[src/rtl/cpu_pkg.sv]
// Shared CPU definitions: widths, ALU op classes, opcodes and the decoded
// control bundle used by both the ID decoder and the ID/EX register.
package cpu_pkg;
  localparam int XLEN = 32;
  localparam int RA_W = 5;

  typedef enum logic [1:0] {
    ALU_ADD   = 2'b00,
    ALU_SUB   = 2'b01,
    ALU_RTYPE = 2'b10,
    ALU_ITYPE = 2'b11
  } aluop_e;

  localparam logic [6:0] OP_RTYPE  = 7'b0110011;
  localparam logic [6:0] OP_ITYPE  = 7'b0010011;
  localparam logic [6:0] OP_LOAD   = 7'b0000011;
  localparam logic [6:0] OP_STORE  = 7'b0100011;
  localparam logic [6:0] OP_BRANCH = 7'b1100011;

  typedef struct packed {
    logic   reg_write;
    logic   mem_to_reg;
    logic   mem_read;
    logic   mem_write;
    logic   alu_src;
    aluop_e alu_op;
  } ctrl_t;
endpackage

[src/rtl/pipe_field_reg.sv]
// Generic pipeline field register: async active-low reset, load enable and
// a synchronous clear that only acts on edges where the register loads.
module pipe_field_reg #(
  parameter int W = 8
) (
  input  logic         clk_i,
  input  logic         rst_i,
  input  logic         en_i,
  input  logic         clr_i,
  input  logic [W-1:0] d_i,
  output logic [W-1:0] q_o
);
  logic [W-1:0] data_q, data_d;

  always_comb begin
    data_d = data_q;
    if (en_i) data_d = clr_i ? '0 : d_i;
  end

  always_ff @(posedge clk_i or negedge rst_i) begin
    if (!rst_i) data_q <= '0;
    else        data_q <= data_d;
  end

  assign q_o = data_q;
endmodule

[src/rtl/id_ex_pipe_reg.sv]
// ID/EX pipeline register with stall, flush, saturating bubble counter and
// the load-use hazard flag seen by the hazard unit.
module id_ex_pipe_reg #(
  parameter int XLEN  = 32,
  parameter int RA_W  = 5,
  parameter int CNT_W = 32
) (
  input  logic             clk_i,
  input  logic             rst_i,
  input  logic             stall_i,
  input  logic             flush_i,
  input  logic             valid_i,
  input  logic             RegWrite_i,
  input  logic             MemtoReg_i,
  input  logic             MemRead_i,
  input  logic             MemWrite_i,
  input  logic             ALUSrc_i,
  input  logic [1:0]       ALUOp_i,
  input  logic [XLEN-1:0]  RS1data_i,
  input  logic [XLEN-1:0]  RS2data_i,
  input  logic [XLEN-1:0]  Imm_i,
  input  logic [9:0]       funct_i,
  input  logic [RA_W-1:0]  RS1addr_i,
  input  logic [RA_W-1:0]  RS2addr_i,
  input  logic [RA_W-1:0]  RDaddr_i,
  output logic             valid_o,
  output logic             RegWrite_o,
  output logic             MemtoReg_o,
  output logic             MemRead_o,
  output logic             MemWrite_o,
  output logic             ALUSrc_o,
  output logic [1:0]       ALUOp_o,
  output logic [XLEN-1:0]  RS1data_o,
  output logic [XLEN-1:0]  RS2data_o,
  output logic [XLEN-1:0]  Imm_o,
  output logic [9:0]       funct_o,
  output logic [RA_W-1:0]  RS1addr_o,
  output logic [RA_W-1:0]  RS2addr_o,
  output logic [RA_W-1:0]  RDaddr_o,
  output logic             load_use_o,
  output logic [CNT_W-1:0] bubble_cnt_o
);
  import cpu_pkg::*;

  localparam int CW = 1 + $bits(ctrl_t) + RA_W;
  localparam int DW = 3*XLEN + 10 + 2*RA_W;

  ctrl_t           ctrl_in, ctrl_out;
  logic [CW-1:0]   ctl_q;
  logic [DW-1:0]   dat_q;
  logic            load_en, bubble;
  logic [CNT_W-1:0] bubble_cnt_q, bubble_cnt_d;

  // Flush overrides stall; an invalid ID slot is stored exactly like a flush.
  assign load_en = flush_i | ~stall_i;
  assign bubble  = flush_i | (~stall_i & ~valid_i);

  always_comb begin
    ctrl_in            = '0;
    ctrl_in.reg_write  = RegWrite_i;
    ctrl_in.mem_to_reg = MemtoReg_i;
    ctrl_in.mem_read   = MemRead_i;
    ctrl_in.mem_write  = MemWrite_i;
    ctrl_in.alu_src    = ALUSrc_i;
    ctrl_in.alu_op     = aluop_e'(ALUOp_i);
  end

  pipe_field_reg #(.W(CW)) u_ctl (
    .clk_i (clk_i),
    .rst_i (rst_i),
    .en_i  (load_en),
    .clr_i (bubble),
    .d_i   ({valid_i, ctrl_in, RDaddr_i}),
    .q_o   (ctl_q)
  );

  pipe_field_reg #(.W(DW)) u_dat (
    .clk_i (clk_i),
    .rst_i (rst_i),
    .en_i  (load_en),
    .clr_i (1'b0),
    .d_i   ({RS1data_i, RS2data_i, Imm_i, funct_i, RS1addr_i, RS2addr_i}),
    .q_o   (dat_q)
  );

  assign {valid_o, ctrl_out, RDaddr_o} = ctl_q;
  assign {RS1data_o, RS2data_o, Imm_o, funct_o, RS1addr_o, RS2addr_o} = dat_q;
  assign RegWrite_o = ctrl_out.reg_write;
  assign MemtoReg_o = ctrl_out.mem_to_reg;
  assign MemRead_o  = ctrl_out.mem_read;
  assign MemWrite_o = ctrl_out.mem_write;
  assign ALUSrc_o   = ctrl_out.alu_src;
  assign ALUOp_o    = ctrl_out.alu_op;

  always_comb begin
    bubble_cnt_d = bubble_cnt_q;
    if (bubble && (bubble_cnt_q != '1)) bubble_cnt_d = bubble_cnt_q + 1'b1;
  end

  always_ff @(posedge clk_i or negedge rst_i) begin
    if (!rst_i) bubble_cnt_q <= '0;
    else        bubble_cnt_q <= bubble_cnt_d;
  end

  assign bubble_cnt_o = bubble_cnt_q;

  // x0 is hard-wired zero, so a load targeting it can never create a hazard.
  assign load_use_o = valid_o & MemRead_o & (RDaddr_o != '0) &
                      ((RDaddr_o == RS1addr_i) | (RDaddr_o == RS2addr_i));
endmodule

[config.mk]
export PLATFORM = sky130hd
export DESIGN_NAME = id_ex_pipe_reg
export DESIGN_NICKNAME = d
export VERILOG_FILES = /design/src/rtl/cpu_pkg.sv /design/src/rtl/pipe_field_reg.sv /design/src/rtl/id_ex_pipe_reg.sv
export SDC_FILE = /design/constraint.sdc
export NUM_CORES = 1
export LEC_CHECK = 0
export BUFFER_PORTS_ARGS = -buffer_cell sky130_fd_sc_hd__buf_2
export CAP_MARGIN = 15
export CORE_MARGIN = 1.5
export CORE_UTILIZATION = 35
export DETAILED_ROUTE_END_ITERATION = 12
export GPL_ROUTABILITY_DRIVEN = 1
export PLACE_DENSITY = 0.64
export SLEW_MARGIN = 30
export SYNTH_ARGS = -nofsm -noshare
export SYNTH_HDL_FRONTEND = slang
export SYNTH_SLANG_ARGS = --single-unit
[constraint.sdc]
create_clock -name clk_i -period 1.78 [get_ports clk_i]
set_input_delay 0.267 -clock clk_i [delete_from_list [all_inputs] [get_ports clk_i]]
set_output_delay 0.267 -clock clk_i [all_outputs]
set_load 0.005 [all_outputs]
== Yosys cells after proc, flatten, opt, wreduce, memory -nomap -nowiden ==
Index checks and enable logic that the tools add are counted.
Storage, ports and cells
  memories: 0
  output and inout port bits: 162
  bits in latches: 0
  flip-flop bits (word level): 161
  word-level logic and storage cells: 19
  bits in read-only memories: 0
  bits of input ports: 133
  RAM bits: 0
Operators by class
  equal/unequal tests: 3
  $add $sub $neg: 1
  divide/modulo/power cells: 0
  shifts and indexed selects: 0
  reductions and logical operators: 2
  multiplexer cells: 1
  $lt $le $gt $ge: 0
  bitwise gates (word level): 9
  multiply operators: 0
Operator list (count)
  $add 32x1->32 const B: 1
  $ne 32x32->1 const B: 1
  $mux 13: 1
  $eq 5x5->1: 2
  $reduce_bool 5->1: 1
  $and 1x1->1: 4
  $or 1x1->1: 3
  $not 1->1: 2
  $logic_and 1x1->1: 1

== Longest topological paths before layout ==
Gate-level depths: netlist of the first run.
  depth after elaboration: 4
  gate-level depth with buffers: 7
  gate-level depth less buffers: 6

== Hierarchy ==
Synthesis of the first run repeated with hierarchy kept, for this count alone.
Unflattened totals
  cell total of the unflattened synthesis: 736
  area, all modules: 7440.9 µm²
Modules (own cells, without submodules)
  pipe_field_reg (u_dat): sequential area each 2902.8 µm², area an instance 5113.7 µm², times used 1, cells each 502
  id_ex_pipe_reg: sequential area each 800.8 µm², area an instance 1747.9 µm², times used 1, cells each 178
  pipe_field_reg (u_ctl): sequential area each 325.3 µm², area an instance 579.3 µm², times used 1, cells each 56

== Worst setup path before layout of the first run ==
OpenSTA, ideal clock, no wires.
  path type: register -> register
  from: register bubble_cnt_q[0], in the netlist bubble_cnt_o[0]
  to: register bubble_cnt_q[13], in the netlist bubble_cnt_o[13]
  required time: 1.700 ns
  cell stages (with the launch flop): 8
  period minus slack after synthesis: 1.759 ns
  buffers on the path: 1
  setup time: 0.080 ns
  slack: 0.021 ns
  arrival time: 1.679 ns
  path through: dfrtp_1 > ha_1 > nand4_2 > nor4_2 > a31oi_2 > buf_6 > nand4_1 > xnor2_1
On the way
  cells in the longest elaborated chain, start to end: 2
  elaborated cells on any way between the ends: 3
  classes of those cells: 1 x add/sub; 1 x eq/ne; 1 x reduce/logical
RTL lines
  start, declared: RTL line id_ex_pipe_reg.sv:52  | logic [CNT_W-1:0] bubble_cnt_q, bubble_cnt_d;
  start signal, assigned: RTL line id_ex_pipe_reg.sv:102  | else bubble_cnt_q <= bubble_cnt_d;
  branches (longest 2 deep; another with $add 32x1->32)
Several ways; the timed one is not identified.
A chain may end at the register's enable or synchronous reset.

== Final worst setup path of the first run ==
  from: register u_ctl.data_q[3], in the netlist u_ctl.q_o[3]
  to: output port load_use_o
On the way
  cells in the longest elaborated chain, start to end: 3
  elaborated cells on any way between the ends: 6
  classes of those cells: 2 x eq/ne; 3 x bitwise; 1 x reduce/logical
RTL lines
  start, declared: RTL line pipe_field_reg.sv:13  | logic [W-1:0] data_q, data_d;
  start signal, assigned: RTL line pipe_field_reg.sv:22  | else data_q <= data_d;
  $eq 5x5->1 / $reduce_bool 5->1 (equally long branches): RTL line id_ex_pipe_reg.sv:109, id_ex_pipe_reg.sv:108
  $or 1x1->1 / $and 1x1->1 (equally long branches): RTL line id_ex_pipe_reg.sv:109, id_ex_pipe_reg.sv:108
  $and 1x1->1 (*): RTL line id_ex_pipe_reg.sv:108  | assign load_use_o = valid_o & MemRead_o & (RDaddr_o != '0) &
  end, declared: RTL line id_ex_pipe_reg.sv:40  | output logic load_use_o,
Every way passes the cells marked *; elsewhere a longest branch is shown, timed or not.

==> flow_summary.json, run 1 <==
{
  "htree_num_levels": 4,
  "power_density_nw_per_um2": 987,
  "die_w_um": 139,
  "ff2ff_setup_slack_ns": 0.05,
  "worst_pin_slew_ns": 0.406,
  "clkTransAtPathRegs_ns": 0.07,
  "cp-end-kind": "output port",
  "hold_depth": 3,
  "crit_arrival_ns": 1.69,
  "regToRegEndpoint": "bubble_cnt_o[31]",
  "synth_fp_nets": 812,
  "rsz0062_at_grt": "yes",
  "netlist_top_cells_area": "dfrtp_1 (62%), nand2_1 (21%), xnor2_1 (3.1%), xor2_1 (2.4%), nand4_1 (1.6%)",
  "timing.rr.start": "bubble_cnt_o[18]",
  "syn_area_um2": 6510,
  "first_global_vias": 5719,
  "cts_root_buffer": "clkbuf_16",
  "drtAntennaViolNets": 0,
  "switchingPower_mw": 2.50,
  "finalWirelength_um": 18100,
  "port_buffers": 294,
  "layout-drive-gt1-share": 0.396,
  "syn_inst": 678,
  "cts_tree": "yes",
  "vias": 5778,
  "wl_per_cell_um": 14.4,
  "p_comb_frac": 0.161,
  "ys_warn_count": 0,
  "clk_latency_ns": 0.41,
  "die_height_um": 139,
  "timing.final.ws_setup_ns": -0.181,
  "worstHoldStart": "RS2data_i[21]",
  "diodes": 0,
  "power.share.switching": 0.273,
  "gr-usage-all-layers": 0.188,
  "synth.avg_cell_area_um2": 9.60,
  "ys_seq_area_frac": 0.619,
  "cts.path.max_buffers": 2,
  "synth-seq-cells": 161,
  "area_delta_synth_final_pct": 42.5,
  "violations": "DRC, setup timing",
  "antenna_found_initial": 1,
  "fin_crit_sh": 1.10,
  "p_clk_frac": 0.383,
  "fillers": 1719,
  "relSlewSlack": 0.730,
  "rr_worst_depth": 5,
  "setup.worst_path.class": "flip-flop to output port",
  "p_int_mw": 6.66,
  "final_cells": 1259,
  "period_needed_ns": 1.96,
  "ios": 295,
  "total_leakage_power_nw": 5.19,
  "drc_errors": 25,
  "finClkSkew_ns": 0.00780,
  "critPathLaunchType": "flip-flop",
  "drtIter0Drc": 264,
  "min_to": "u_dat.q_o[73]",
  "hpwl_um": 13100,
  "drv_cap": 0,
  "routabilityCongestion": 0.815,
  "p_seq_frac": 0.457,
  "core_um2": 18100,
  "hold_viol_final": 0,
  "grt_first_pass_wirelength_um": 29100,
  "cts_made_buffers": 17,
  "via_per_inst": 4.59,
  "pre_cts_slack_ns": -0.00795,
  "holdWs_ns": 0.0426,
  "hold_class": "input port to flip-flop",
  "grt-ovfl-total": 0,
  "nets": 1151,
  "start_util": 0.360,
  "cts.sinks": 161,
  "yosys.area.top_type_share": 0.619,
  "grt_max_degree": 94,
  "critPathMaxFanout": 5,
  "dieArea_um2": 19400,
  "vdd_drop_max_v": 0.000607,
  "fin_setup_tns_ns": -0.181,
  "status": "complete, but fails checks",
  "ys_types": 37,
  "placedCellCount": 1211,
  "cp_data_required_time_ns": 1.51,
  "rows": 49,
  "firstDrtPassIters": 8,
  "yosys.area.top_type": "dfrtp_1",
  "drv_slew": 0,
  "p_total_mw": 9.16,
  "finalSetupViolCount": 1,
  "max_clock_freq_mhz": 510
}
cell families after synthesis:
logic type / synth area share
buffers and inverters: 0.0196
AO/OA/AOI/OAI: 0.0288
adder cells (fa/ha/maj): 0.00192
flip-flops: 0.619
multiplexers: 0.00173
XOR/XNOR: 0.0551
AND/OR/NAND/NOR: 0.274
worst max-delay path by stage:
stage | from | to | slack (ns) | cells after the start
after floorplan | bubble_cnt_o[0] | bubble_cnt_o[13] | 0.02 | 7
after global placement | bubble_cnt_o[0] | bubble_cnt_o[19] | 0.05 | 7
after detailed placement | bubble_cnt_o[0] | bubble_cnt_o[15] | -0.008 | 7
after CTS | u_ctl.q_o[2] | load_use_o | -0.22 | 4
after global routing | u_ctl.q_o[1] | load_use_o | -0.26 | 4
final | u_ctl.q_o[3] | load_use_o | -0.18 | 4
power by group through the flow:
| stage | combinational, mW | clock (mW) | sequential, mW |
|---|---|---|---|
| floorplan | 0.480 | 0 | 4.33 |
| global route | 1.65 | 3.78 | 4.23 |
| detailed placement | 1.47 | 0 | 4.24 |
| CTS | 1.49 | 3.61 | 4.18 |
| finish | 1.47 | 3.51 | 4.18 |
| global placement | 1.45 | 0 | 4.23 |
critical path, stage by stage (launching register included):
cell	delay [ns]
dfrtp_2	0.44
or4_4	0.48
o211ai_1	0.18
a21oi_1	0.06
buf_2	0.12
placed cells by master (no fill, tap or decap), types with 3 or more instances in the layout:
cell	count
nand4_1	17
clkinv_2	3
inv_1	3
nand3_1	3
and3_1	3
nor2_1	11
nand2_1	359
buf_4	47
buf_2	293
clkbuf_16	17
dfrtp_1	160
clkinvlp_4	3
inv_6	4
nand3_2	4
nor3_1	5
a22o_1	12
xnor2_1	23
buf_12	6
xor2_1	18
synth_stat cells (all sizes together):
library cell	n
a21oi	2
a22o	12
a31o	1
a31oi	1
and3	3
buf	4
clkbuf	25
dfrtp	161
ha	1
inv	3
mux2	1
nand2	359
nand2b	2
nand3	7
nand4	20
nor2	14
nor2b	1
nor3	7
nor4	4
o211ai	2
o21ba	1
o31ai	1
or2	3
or3	1
or4	1
xnor2	23
xor2	18
repair_timing:
action,4_1_cts,5_1_grt
setup buffers,3,12
resized for setup,1,11
hold buffers,1,0
pin swaps,1,11
setup endpoints to repair,6,28
endpoints found under the hold margin,28,0
metal layers:
| layer | vias to the layer above | part of all wire | GRT usage | wire (um) |
|---|---|---|---|---|
| met4 | 2 | 0.021 | 0.0661 | 376 |
| met1 | 2691 | 0.41 | 0.238 | 7450 |
| met5 | - | 0.0010 | 0 | 19 |
| met3 | 26 | 0.083 | 0.0568 | 1500 |
| li1 | 2822 | - | - | - |
| met2 | 237 | 0.48 | 0.305 | 8790 |
through the flow:
stage | util | cell area (um^2)
after global placement | 0.472 | 8540
after global routing | 0.513 | 9280
after detailed placement | 0.472 | 8540
final | 0.513 | 9280
after floorplan | - | 6510
after CTS | 0.506 | 9140
state kept, by name (all words and copies together), names as in the netlist:
signal	flops
u_dat.q_o	116
bubble_cnt_o	32
u_ctl.q_o	13
cell type report:
cell class	count	area [um^2]	area share
Sequential cell	161	4030	0.434
Tap cell	229	287	0.0309
Multi-Input combinational cell	485	2420	0.261
Clock buffer	18	429	0.0463
Clock inverter	14	131	0.0142
Timing Repair Buffer	349	1970	0.213
Inverter	3	11.3	0.00121
No activity file was read; power rests on OpenSTA's default activity.
==> inputs of run 2 (changes only) <==
CORE_UTILIZATION = 42   (was 35)
PLACE_DENSITY = 0.75   (was 0.64)
==> flow_summary.json, run 2 (same netlist as run 1, synthesis figures left out) <==
{
  "final-seq-area_um2": 4030,
  "wl_per_cell_um": 14.3,
  "drtAntennaViolNets": 0,
  "finalSetupViolCount": 1,
  "grt-ovfl-total": 0,
  "ios": 295,
  "cts.sinks": 161,
  "cp-end-kind": "output port",
  "rows": 45,
  "min_to": "u_dat.q_o[94]",
  "timing.rr.start": "bubble_cnt_o[0]",
  "pre_cts_slack_ns": 0.0137,
  "layout-drive-gt1-share": 0.388,
  "fin_area_um2": 9160,
  "clk_latency_ns": 0.41,
  "cts_tree": "yes",
  "nets": 1139,
  "core_um2": 15100,
  "vias": 5707,
  "rsz0062_at_grt": "yes",
  "grt_first_pass_wirelength_um": 27100,
  "hold_depth": 3,
  "gr-usage-all-layers": 0.212,
  "relSlewSlack": 0.701,
  "cts.path.max_buffers": 2,
  "finClkSkew_ns": 0.00744,
  "setup.worst_path.class": "flip-flop to output port",
  "hold_viol_final": 0,
  "final_cell_mix": "nand2_1 (359), buf_2 (293), dfrtp_1 (159)",
  "worstHoldStart": "RS1data_i[10]",
  "largest_register_ff_count": 116,
  "grt_max_degree": 65,
  "diodes": 0,
  "status": "complete, but fails checks",
  "timing.final.ws_setup_ns": -0.207,
  "via_per_inst": 4.73,
  "crit_arrival_ns": 1.72,
  "critPathLaunchType": "flip-flop",
  "dieArea_um2": 16300,
  "critPathMaxFanout": 2,
  "clkTransAtPathRegs_ns": 0.06,
  "start_util": 0.430,
  "drc_errors": 0,
  "violations": "setup timing",
  "power_density_nw_per_um2": 994,
  "cts_made_buffers": 17,
  "htree_num_levels": 4,
  "fin_crit_sh": 1.12,
  "drtIter0Drc": 346,
  "max_clock_freq_mhz": 503,
  "holdWs_ns": 0.0441,
  "die_height_um": 128,
  "fillers": 1292,
  "first_global_vias": 5616,
  "drv_cap": 0,
  "area_delta_synth_final_pct": 40.7,
  "hold_class": "input port to flip-flop",
  "die_w_um": 128,
  "cp_data_required_time_ns": 1.51,
  "vdd_drop_max_v": 0.000549,
  "rr_worst_depth": 6,
  "firstDrtPassIters": 4,
  "total_leakage_power_nw": 5.13,
  "period_needed_ns": 1.99,
  "hpwl_um": 12400,
  "routabilityCongestion": 0.859,
  "place_area_um2": 8450,
  "antenna_found_initial": 0,
  "multi_input_area_um2": 2420,
  "finalWirelength_um": 17200,
  "final_common_cell": "nand2_1",
  "ff2ff_setup_slack_ns": 0.07,
  "worst_pin_slew_ns": 0.449,
  "port_buffers": 294,
  "regToRegEndpoint": "bubble_cnt_o[30]",
  "cts_root_buffer": "clkbuf_16",
  "drv_slew": 0
}
## run 2: final cells by class
cell class | instances | share of cell area
clock buffer | 20 | 0.0499
clock inverter | 12 | 0.0119
inverter | 3 | 0.00123
multi-input combinational | 485 | 0.265
sequential | 161 | 0.440
tap | 188 | 0.0257
timing repair buffer | 337 | 0.206
## run 2: metrics by stage
| stage | setup TNS (ns) | std cells | power (mW) | utilization |
|---|---|---|---|---|
| after floorplan | 0 | 678 | 4.81 | - |
| after global placement | 0 | 1165 | 5.65 | 0.558 |
| after detailed placement | 0 | 1165 | 5.69 | 0.558 |
| after CTS | -0.200 | 1202 | 9.18 | 0.600 |
| after global routing | -0.350 | 1206 | 9.59 | 0.605 |
| final | -0.207 | 1206 | 9.10 | 0.605 |
## run 2: timing repair
item / CTS / global route
gates resized for setup: 4 / 7
setup buffers: 4 / 4
hold buffers: 1 / 0
endpoints found under the hold margin: 125 / 0
pin swaps: 0 / 10
endpoints found under the setup margin: 4 / 28
gates cloned: 0 / 0
## run 2: report_power, final
| group | leakage, nW | switching (mW) | internal, mW | total [mW] |
|---|---|---|---|---|
| Sequential | 1.97 | 0.198 | 3.99 | 4.19 |
| Combinational | 2.88 | 0.751 | 0.719 | 1.47 |
| Clock | 0.276 | 1.44 | 2.00 | 3.45 |
## run 2: worst max path at each step
stage | cells after the start | to | slack (ns) | start
finish | 4 | load_use_o | -0.21 | u_ctl.q_o[2]
floorplan | 7 | bubble_cnt_o[13] | 0.02 | bubble_cnt_o[0]
detailed placement | 6 | bubble_cnt_o[1] | 0.01 | bubble_cnt_o[0]
global placement | 6 | bubble_cnt_o[1] | 0.05 | bubble_cnt_o[0]
global route | 4 | load_use_o | -0.27 | u_ctl.q_o[2]
CTS | 4 | load_use_o | -0.20 | u_ctl.q_o[2]
## run 2: per-layer routing
metal | vias to the layer above | wire length, um | GRT usage | part of all wire
met4 | 0 | 236 | 0.0655 | 0.014
met2 | 193 | 8740 | 0.360 | 0.51
met1 | 2698 | 7150 | 0.264 | 0.42
met3 | 18 | 1080 | 0.0595 | 0.063
li1 | 2798 | - | - | -
met5 | - | 0 | 0 | 0
## run 2: worst max-delay path, stage by stage (launching register included)
cell and delay, ns:
dfrtp_2 0.40, or4_4 0.53, o211ai_1 0.20, a21oi_1 0.06, buf_2 0.13
